$ cat config.mk
export PLATFORM = sky130hd
export DESIGN_NAME = dbus_dma
export DESIGN_NICKNAME = d
export VERILOG_FILES = /design/src/rtl/dbus_dma.sv
export SDC_FILE = /design/constraint.sdc
export NUM_CORES = 1
export LEC_CHECK = 0
export BUFFER_PORTS_ARGS = -buffer_cell sky130_fd_sc_hd__buf_4
export CORE_ASPECT_RATIO = 1.1
export CORE_UTILIZATION = 49
export CTS_BUF_LIST = sky130_fd_sc_hd__clkbuf_8
export DETAILED_ROUTE_END_ITERATION = 7
export PLACE_DENSITY = 0.8
export SLEW_MARGIN = 0
export SYNTH_ARGS = -nofsm -noshare
export SYNTH_HDL_FRONTEND = slang
export SYNTH_SLANG_ARGS = --single-unit
$ cat constraint.sdc
create_clock -name clk -period 1.86 [get_ports clk]
set_input_delay 0.279 -clock clk [delete_from_list [all_inputs] [get_ports clk]]
set_output_delay 0.279 -clock clk [all_outputs]
set_load 0.005 [all_outputs]
$ cat src/rtl/dbus_dma.sv
// Single-channel block-copy DMA acting as a second data-bus initiator.
// Optional fill mode is compiled in when DBUS_DMA_FILL_EN is defined.
module dbus_dma #(
    parameter int DW = 16,
    parameter int AW = 16,
    parameter int LW = 16
) (
    input  logic          clk,
    input  logic          rst,
    input  logic          start_i,
    input  logic [AW-1:0] src_i,
    input  logic [AW-1:0] dst_i,
    input  logic [LW-1:0] len_i,
    input  logic          fill_i,
    input  logic [DW-1:0] pattern_i,
    output logic          bus_req_o,
    input  logic          bus_gnt_i,
    output logic [AW-1:0] m_addr_o,
    output logic [DW-1:0] m_din_o,
    output logic          m_we_o,
    input  logic [DW-1:0] m_dout_i,
    output logic          busy_o,
    output logic          done_o,
    output logic [2:0]    state_o
);

    localparam logic [2:0] S_IDLE = 3'd0;
    localparam logic [2:0] S_REQ  = 3'd1;
    localparam logic [2:0] S_RD   = 3'd2;
    localparam logic [2:0] S_CAP  = 3'd3;
    localparam logic [2:0] S_WR   = 3'd4;
    localparam logic [2:0] S_DONE = 3'd5;

    logic [2:0]    state_q, state_d;
    logic [AW-1:0] sa_q, sa_d;
    logic [AW-1:0] da_q, da_d;
    logic [LW-1:0] cnt_q, cnt_d;
    logic [DW-1:0] dq_q, dq_d;
    logic          fm;
    logic [DW-1:0] wr_data;

    wire accept = (state_q == S_IDLE) && start_i;

`ifdef DBUS_DMA_FILL_EN
    logic          fm_q, fm_d;
    logic [DW-1:0] pat_q, pat_d;

    always_ff @(posedge clk) begin
        if (rst) begin
            fm_q  <= 1'b0;
            pat_q <= '0;
        end else begin
            fm_q  <= fm_d;
            pat_q <= pat_d;
        end
    end

    always_comb begin
        fm_d  = fm_q;
        pat_d = pat_q;
        if (accept) begin
            fm_d  = fill_i;
            pat_d = pattern_i;
        end
    end

    assign fm      = fm_q;
    assign wr_data = fm_q ? pat_q : dq_q;
`else
    logic unused_fill;
    assign unused_fill = &{1'b0, fill_i, pattern_i};
    assign fm          = 1'b0;
    assign wr_data     = dq_q;
`endif

    always_ff @(posedge clk) begin
        if (rst) begin
            state_q <= S_IDLE;
            sa_q    <= '0;
            da_q    <= '0;
            cnt_q   <= '0;
            dq_q    <= '0;
        end else begin
            state_q <= state_d;
            sa_q    <= sa_d;
            da_q    <= da_d;
            cnt_q   <= cnt_d;
            dq_q    <= dq_d;
        end
    end

    always_comb begin
        state_d = state_q;
        sa_d    = sa_q;
        da_d    = da_q;
        cnt_d   = cnt_q;
        dq_d    = dq_q;
        case (state_q)
            S_IDLE: begin
                if (start_i) begin
                    sa_d    = src_i;
                    da_d    = dst_i;
                    cnt_d   = len_i;
                    state_d = (len_i == '0) ? S_DONE : S_REQ;
                end
            end
            S_REQ: begin
                if (bus_gnt_i) state_d = fm ? S_WR : S_RD;
            end
            S_RD: begin
                // An ungranted read is simply re-issued on the next cycle.
                if (bus_gnt_i) state_d = S_CAP;
            end
            S_CAP: begin
                dq_d    = m_dout_i;
                state_d = S_WR;
            end
            S_WR: begin
                if (bus_gnt_i) begin
                    sa_d  = sa_q + AW'(1);
                    da_d  = da_q + AW'(1);
                    cnt_d = cnt_q - LW'(1);
                    if (cnt_q == LW'(1)) state_d = S_DONE;
                    else                 state_d = fm ? S_WR : S_RD;
                end
            end
            S_DONE:  state_d = S_IDLE;
            default: state_d = S_IDLE;
        endcase
    end

    assign bus_req_o = (state_q == S_REQ) || (state_q == S_RD) ||
                       (state_q == S_CAP) || (state_q == S_WR);
    assign m_we_o    = (state_q == S_WR) && bus_gnt_i;
    assign m_addr_o  = (state_q == S_WR) ? da_q : sa_q;
    assign m_din_o   = (state_q == S_WR) ? wr_data : dq_q;
    assign busy_o    = (state_q != S_IDLE);
    assign done_o    = (state_q == S_DONE);
    assign state_o   = state_q;

endmodule

==> flow_summary.yaml <==
logic_synthesis:
  synth_nets: 662
  syn_inst: 573
  avgSynthCellArea_um2: 7.230
  postSynth.asyncResetShare_pct: 0
  synth_edf_count: 0
  yosys_warnings: 0
  synthTopCellsByCount: "nand2_1, dfxtp_1, a21oi_1"
  synth_cell_types: 64
  synth_compound_area_share_pct: 26.73
  ys_seq_area_share_pct: 32.38
  synth_area_leader_cell: "dfxtp_1"
  ys_ff_latch: 67
  synthMuxAreaShare_pct: 1.571
  synth_top_area_share_pct: 32.38
  synthTopCellsByArea: "dfxtp_1, nand2_1, a21oi_1"
  synthXorXnorAreaFrac_pct: 0.2114
  synth_fa_ha_area_share_pct: 1.208
  synthesis.area_um2: 4143
  synth_most_common_cell: "nand2_1"
  ys.flop_type: "dfxtp_1"
  synth_top_family_by_area: "simple AND/OR/NAND/NOR gates"
  yosys.area_share.simple_pct: 30.59
floorplanning:
  num_rows: 34
  dieArea_um2: 8827
  die_y_um: 98.44
  start_util_pct: 51.53
  ioPinCount: 124
  fp.dieW_um: 89.67
  core_area_um2: 8040
power:
  peakVddDrop_uv: 406.7
  p_per_area_nw_per_um2: 665.7
  p_leak_uw: 0.002345
  power.total_uw: 3854
sta:
  finalClockSkew_ns: 0.007938
  period_share_pct: 104.4
  hold_viol: 0
  slew_violations: 0
  setup_viol: 17
  max_freq_mhz: 515.1
  layout_min_cycle_time_ns: 1.941
  worstMarginPinSlew_ns: 0.5907
  rsz0062_at_grt: "yes"
  max-slew-margin-rel_pct: 60.62
  setup_slack_ns: -0.08130
clock_tree:
  root_buffer: "clkbuf_8"
  cts_made_buffers: 9
  clock_latency_ns: 0.35
  htreeDepth: 3
  cts_buffer_depth: 2
  cts_num_sinks: 67
  cts_tree: "yes"
  clkTransAtPathRegs_ns: 0.08
layout:
  area_growth_pct: 39.75
  finalNetCount: 783
  final_util_pct: 72.00
  n_antenna_cell: 0
  drive_above_1_share_pct: 33.48
placed_design:
  dp_slack_ns: -0.08086
  port_buffers: 106
  hpwl_um: 8983
  routabilityCongestion: 0.9371
drt:
  drt_wl_total_um: 14270
  viasPerCell: 6.332
  wl_per_cell_um: 17.68
  num_vias: 5110
  first_pass_iters: 5
  drt-initial-drc-count: 493
  route.detailed.drc: 0
  ant_nets: 0
global_routing:
  globalRouteTotalUtil_pct: 32.66
  grt_max_degree: 45
  grt_antenna_before_repair: 0
  grt_first_pass_wirelength_um: 22670
  grt_pass1_vias: 4825
  overflow: 0
outcome:
  violations: "negative setup slack"
  outcome: "complete, but fails checks"
worst_setup_path:
  critPathArrivalTime_ns: 1.66
  critPathKind: "register to output port"
  worstSetupEndpointType: "output port"
  cp_data_required_time_ns: 1.58
  crit_path_max_fanout: 12
  cp-start-kind: "register"
job:
  maxCapViolations: 0
hold_path:
  holdCritPathClass: "input port to register"
worst max-delay path: stages, from the launching register on:
cell and delay, ns:
dfxtp_2 0.36, or3b_4 0.46, buf_12 0.18, nand2_1 0.07
o21ai_1 0.09, buf_4 0.15
where the power goes:
group	switching (uW)	internal [uW]	total [uW]	leakage [uW]
clock network	617	517	1130	0.0000843
logic	525	508	1030	0.00171
registers	140	1550	1690	0.000552
what timing repair did:
| action | 4_1_cts | 5_1_grt |
|---|---|---|
| setup buffers | 10 | 2 |
| gates resized for setup | 29 | 50 |
| pin swaps | 5 | 14 |
| cloned | 3 | 1 |
| hold buffers | 0 | 0 |
| setup endpoints to repair | 21 | 46 |
layout by cell type (no fill, tap or decap), drive strengths merged, types with 7 or more instances in the layout:
cell	netlist	final
a211oi	13	13
a21oi	51	51
a221oi	7	7
a31oi	7	7
and3	7	7
buf	22	162
clkbuf	32	11
dfxtp	67	67
inv	18	18
nand2	106	106
nand3	20	20
nand4	18	18
nor2	33	33
nor3	14	14
nor4	14	14
o211ai	9	9
o21ai	32	32
o31ai	7	7
or3	7	7
or4	7	7
per-stage QoR:
| stage | std cells | TNS, ns | cell area [um2] | hold slack, ns |
|---|---|---|---|---|
| 3_3_place_gp | 777 | 0 | 5187 | 0.4432 |
| 4_1_cts | 806 | -0.2630 | 5610 | 0.1553 |
| 3_5_place_dp | 777 | -0.08086 | 5187 | 0.4485 |
| 5_1_grt | 807 | -2.073 | 5789 | 0.1699 |
| 6_report | 807 | -0.6141 | 5789 | 0.1657 |
| 2_1_floorplan | 573 | 0 | 4145 | 0.4150 |
final timing paths:
check,startpoint,endpoint,slack (ns),cells past startpoint
setup / recovery,state_o[2],m_addr_o[14],-0.08,5
setup reg to reg,state_o[2],da_q[9],0.01,5
hold reg to reg,m_din_o[1],m_din_o[1],0.46,2
hold / removal,m_dout_i[7],m_din_o[7],0.17,3
cell type report:
cell class	count	area [um2]
Tap cell	108	135.1
Fill cell	605	2251
Inverter	18	70.07
Sequential cell	67	1350
Clock buffer	10	137.6
Clock inverter	6	41.29
Multi-Input combinational cell	434	2666
Timing Repair Buffer	164	1389
per-layer routing:
metal  wire [um]  vias up  global-route usage, %
li1            -     2358                      -
met1        5573     2420                  41.82
met2        7088      282                  52.45
met3        1091       50                  5.946
met4         516        0                  15.38
met5           0        -                      0
state kept, by name, indices dropped and copies added (netlist names):
name	cells
sa_q	16
cnt_q	16
m_din_o	16
state_o	3
da_q	16
logic make-up after synthesis:
| kind of cell | count (synthesis) |
|---|---|
| AO/OA/AOI/OAI | 168 |
| AND/OR/NAND/NOR | 255 |
| multiplexers | 6 |
| flip-flops | 67 |
| adder cells (fa/ha/maj) | 4 |
| buffers and inverters | 72 |
| XOR/XNOR | 1 |
Note: power is estimated with default switching activity, not from simulation.
